## src/rtl/gpi_debounce.sv

```systemverilog
// Input conditioner for board switches and buttons: each bit is synchronised, then
// accepted only after the new level has held steady for DebounceCycles clocks.
module gpi_debounce #(
  parameter int Width          = 20,
  parameter int SyncStages     = 2,
  parameter int DebounceCycles = 500000,
  parameter int CntW           = $clog2(DebounceCycles + 1)
) (
  input  logic             clk_sys_i,
  input  logic             rst_sys_i,
  input  logic [Width-1:0] gp_raw_i,
  output logic [Width-1:0] gp_o,
  output logic [Width-1:0] rise_o,
  output logic [Width-1:0] fall_o,
  output logic             changed_o
);

  localparam logic [CntW-1:0] CntLast = CntW'(DebounceCycles - 1);
  localparam logic [CntW-1:0] CntOne  = CntW'(1);

  logic [Width-1:0] sync_q [SyncStages];
  logic [Width-1:0] sync_d [SyncStages];
  logic [Width-1:0] sync_s;

  logic [CntW-1:0]  cnt_q [Width];
  logic [CntW-1:0]  cnt_d [Width];
  logic [Width-1:0] gp_q, gp_d;
  logic [Width-1:0] rise_q, rise_d;
  logic [Width-1:0] fall_q, fall_d;
  logic             changed_q, changed_d;

  // Plain flop chain: nothing may sit between stages or metastability settling suffers.
  always_comb begin
    sync_d[0] = gp_raw_i;
    for (int j = 1; j < SyncStages; j++) begin
      sync_d[j] = sync_q[j-1];
    end
  end

  assign sync_s = sync_q[SyncStages-1];

  always_ff @(posedge clk_sys_i or posedge rst_sys_i) begin
    if (rst_sys_i) begin
      for (int j = 0; j < SyncStages; j++) begin
        sync_q[j] <= '0;
      end
    end else begin
      for (int j = 0; j < SyncStages; j++) begin
        sync_q[j] <= sync_d[j];
      end
    end
  end

  // Counter only runs while the synchronised level disagrees with the accepted one,
  // so it is cleared on any match and can never exceed CntLast.
  always_comb begin
    gp_d   = gp_q;
    rise_d = '0;
    fall_d = '0;
    for (int i = 0; i < Width; i++) begin
      cnt_d[i] = cnt_q[i];
      if (sync_s[i] == gp_q[i]) begin
        cnt_d[i] = '0;
      end else if (cnt_q[i] == CntLast) begin
        gp_d[i]   = sync_s[i];
        cnt_d[i]  = '0;
        rise_d[i] = sync_s[i];
        fall_d[i] = ~sync_s[i];
      end else begin
        cnt_d[i] = cnt_q[i] + CntOne;
      end
    end
    changed_d = |(rise_d | fall_d);
  end

  always_ff @(posedge clk_sys_i or posedge rst_sys_i) begin
    if (rst_sys_i) begin
      for (int i = 0; i < Width; i++) begin
        cnt_q[i] <= '0;
      end
      gp_q      <= '0;
      rise_q    <= '0;
      fall_q    <= '0;
      changed_q <= 1'b0;
    end else begin
      for (int i = 0; i < Width; i++) begin
        cnt_q[i] <= cnt_d[i];
      end
      gp_q      <= gp_d;
      rise_q    <= rise_d;
      fall_q    <= fall_d;
      changed_q <= changed_d;
    end
  end

  assign gp_o      = gp_q;
  assign rise_o    = rise_q;
  assign fall_o    = fall_q;
  assign changed_o = changed_q;

endmodule

```

## config.mk

```make
export PLATFORM = sky130hd
export DESIGN_NAME = gpi_debounce
export DESIGN_NICKNAME = d
export VERILOG_FILES = /design/src/rtl/gpi_debounce.sv
export SDC_FILE = /design/constraint.sdc
export NUM_CORES = 1
export LEC_CHECK = 0
export CORE_ASPECT_RATIO = 0.9
export CORE_MARGIN = 2
export CORE_UTILIZATION = 28
export CTS_CLUSTER_SIZE = 16
export DETAILED_ROUTE_END_ITERATION = 8
export PLACE_DENSITY = 0.5
export SLEW_MARGIN = 20
export SYNTH_ARGS = -nofsm -noshare
export SYNTH_HDL_FRONTEND = slang
export SYNTH_SLANG_ARGS = --single-unit
```

## constraint.sdc

```tcl
create_clock -name clk_sys_i -period 17.85 [get_ports clk_sys_i]
set_input_delay 5.355 -clock clk_sys_i [delete_from_list [all_inputs] [get_ports clk_sys_i]]
set_output_delay 5.355 -clock clk_sys_i [all_outputs]
set_load 0.05 [all_outputs]
```

==> key figures <==
Critical path
  • Critical Path Sink Type: async pin
  • Worst flop-to-flop path endpoint: cnt_q[230]
  • Worst EP arrival: 8290 ps
  • Max FO, Critical Path: 180
  • Crit path launch: rst_sys_i
  • Data required, critical path: 18440 ps
  • Register-to-register path setup slack: about 15000 ps
  • CP Launch Type: input pin
  • Length in cells of the worst reg-to-reg path: 6
  • Worst r2r src: cnt_q[228]
  • WS Path Type: in -> async

Floorplanning
  • Die ar.: 79600 um2
  • Initial core utilization: 28.4%
  • Row count: 96
  • CORE AREA: between 70000 and 80000 um2
  • # IOs: between 80 and 90
  • Width of the die: 297 um
  • Die span in y: ~270 um

Clock tree
  • Clock sink count: 481
  • H-tree lvl count: 2
  • Resize count post-CTS: 0
  • Hold buffers post-CTS: 0
  • Post-CTS setup buffer count: 0
  • CTS tree: yes
  • Clock tree buffer depth: 3
  • Clock buffer count from CTS: 56
  • CTS clk-pin slew, worst paths: about 50 ps
  • Clock root cell: clkbuf_16
  • Clk Latency, worst-skew pair: 610 ps

Power and ir drop
  • Pleak: 0.0106 uW
  • Power Dens Cells: 91.2 nW/um2
  • Worst VDD drop: between 0.06 and 0.07 mV

Timing
  • Final worst clock skew: 28.0 ps
  • Max Clk Rate: between 100 and 150 MHz
  • Slew @ Worst Pin: about 1000 ps
  • Crit path time final: 7690 ps
  • RSZ-0062 raised after global routing: no
  • Slew HR: between 30% and 40%
  • Setup TNS: 0 ps
  • Slew Limit Fails: 0
  • Hold Vio Cnt, Final: 0
  • Final WS setup: 10160 ps
  • Final period utilization: 43.1%
  • Final setup viols: 0

Place
  • IO buf count: 82
  • Routability cong.: 0.758
  • Cells after DPL: 3147
  • DP Area: 23700 um2
  • Detail Placement HPWL: 27.9 mm
  • DP Worst Slack: just over 9000 ps

Routing
  • First-pass DRT Iterations: 5
  • DRT iter0 DRCs: slightly below 800
  • Antenna viol nets, final: 0
  • Final wirelength: roughly 43 mm
  • Vias per inst: 4.51
  • WL per Instance: between 10 and 15 um
  • Vias post-DR: ~15000
  • DRC: 0

Synth
  • Number of synthesized flops with an enable pin: 0
  • Mapped Cells: 2073
  • Number of library cell types mapped by synthesis: 48
  • Syn_area_per_cell: 10.5 um2
  • Top post-synthesis cells by area: dfrtp_1 (56%), xor2_1 (7.8%), nor2_1 (7.6%)
  • Cell taking the most area after synthesis: dfrtp_1
  • Sequential area share after synthesis: 55.5%
  • Area share of the largest cell type after synthesis: between 50% and 60%
  • Ys flop type: dfrtp_1
  • Synth Net Count: approximately 2100
  • Async set or reset register ratio after synthesis: 100%
  • Synth Warn #: 0
  • #FFs+latches synth: 481
  • Mapped Area: 21700 um2

Outcome
  • Outcome: completed

GRT
  • Pin count of the biggest net entering global routing: 181
  • Initial antenna violation count: 2
  • Global route overflow: 0
  • Number of global-route vias before repair: 15000
  • First-pass GRT wire length: 74.4 mm
  • GRT Total Usage: 11.0%

Min path
  • Hold Path Stages: 0
  • Min-delay src: sync_d[11]
  • Hold Crit Class: reg -> reg
  • Worst Hold End: sync_s[11]

Final layout
  • Final instance count without filler cells: 3252
  • Layout cells sized above 1: 6.07%
  • Cell area after layout: 25500 um2
  • Area Growth Syn to Fin: 17.8%
  • Final nets: roughly 2200
  • Final Util: 33.4%
  • Antenna diodes: 0

Flow run
  • Max_cap viols: 0
worst max-delay path, cell delays in order:
cell,delay (ps)
clkdlybuf4s50_1,440
clkinvlp_4,90
buf_12,600
buf_12,670
buf_4,850
sequential cells by signal (all words and copies together) (netlist names):
register   flops
cnt_q        380
fall_o        20
gp_o          20
rise_o        20
sync_d        20
sync_s        20
changed_o      1
where the power goes:
group | total (uW) | internal [uW] | switching [uW]
Sequential | 1120 | 1110 | 14.8
Clock | 1140 | 675 | 467
Combinational | 64.2 | 18.5 | 45.7
Total | 2330 | 1800 | 527
how the worst max path moves through the flow:
stage                             to  slack [ps]  cells after the start
after floorplan            changed_o        5980                      1
after global routing      cnt_q[328]        9630                      5
after global placement    cnt_q[103]        9350                      5
after CTS                 cnt_q[107]        9950                      5
final                     cnt_q[219]       10160                      5
after detailed placement  cnt_q[103]        9310                      5
routing by layer:
layer	track usage, %	routed length [um]	vias up
li1	-	-	7233
met1	14.7	20800	7196
met2	18.0	19500	177
met3	2.09	1660	68
met4	3.39	1020	0
met5	0	0	-
Yosys cell counts (9+ instances only):
master	number
dfrtp_1	481
ha_1	20
nor3b_1	45
nor4bb_1	11
inv_1	41
nand2b_1	17
nor4b_1	18
nand4_1	97
nand3_1	122
nor2_1	441
mux2_2	19
nand2_1	122
clkbuf_1	30
xor2_1	193
and3_1	52
nor3_1	43
and4_1	36
or2_2	9
nor4_1	31
xnor2_1	169
cell type report:
type                    instances  area (um2)
repair buffers                 86         876
inverters                      41         158
multi-input cells            1510        9300
well taps                    1029        1290
flip-flops and latches        481       12000
clock inverters                19         184
fillers                      7712       50900
clock buffers                  86        1680
cell families after synthesis:
| family | after synthesis | share of synthesized area, % |
|---|---|---|
| adder cells (fa/ha/maj) | 20 | 1.15 |
| XOR/XNOR | 362 | 14.6 |
| flip-flops | 481 | 55.5 |
| multiplexers | 20 | 1.06 |
| AND/OR/NAND/NOR | 1100 | 25.7 |
| AO/OA/AOI/OAI | 8 | 0.341 |
| buffers and inverters | 82 | 1.55 |
placed cells by master (no fill, tap or decap), types with 4 or more instances in the layout:
cell type        count
and2_1               8
mux2_2              19
clkinvlp_4           5
nor4b_1             18
nor3b_1             45
or4_1                8
clkdlybuf4s50_1     82
inv_1               40
nand3_1            122
nand4b_1             8
nand2_1            122
clkbuf_8            14
or3_1                7
nor2_1             441
xor2_1             193
nor4bb_1            11
clkbuf_1            15
and4_1              36
clkinv_2            11
dfrtp_1            481
nand2b_1            17
and3_1              52
or2_1                4
nor2b_1              7
xnor2_1            169
nor4_1              30
nand4_1             97
nor3_1              43
or2_2                9
ha_1                20
clkbuf_16           57
through the flow:
| stage | hold slack [ps] | total power, uW |
|---|---|---|
| finish | 343 | 2330 |
| global route | 352 | 2440 |
| CTS | 344 | 2380 |
| detailed placement | 335 | 1210 |
| global placement | 332 | 1210 |
| floorplan | 331 | 1190 |
(Power assumes the default switching activity.)
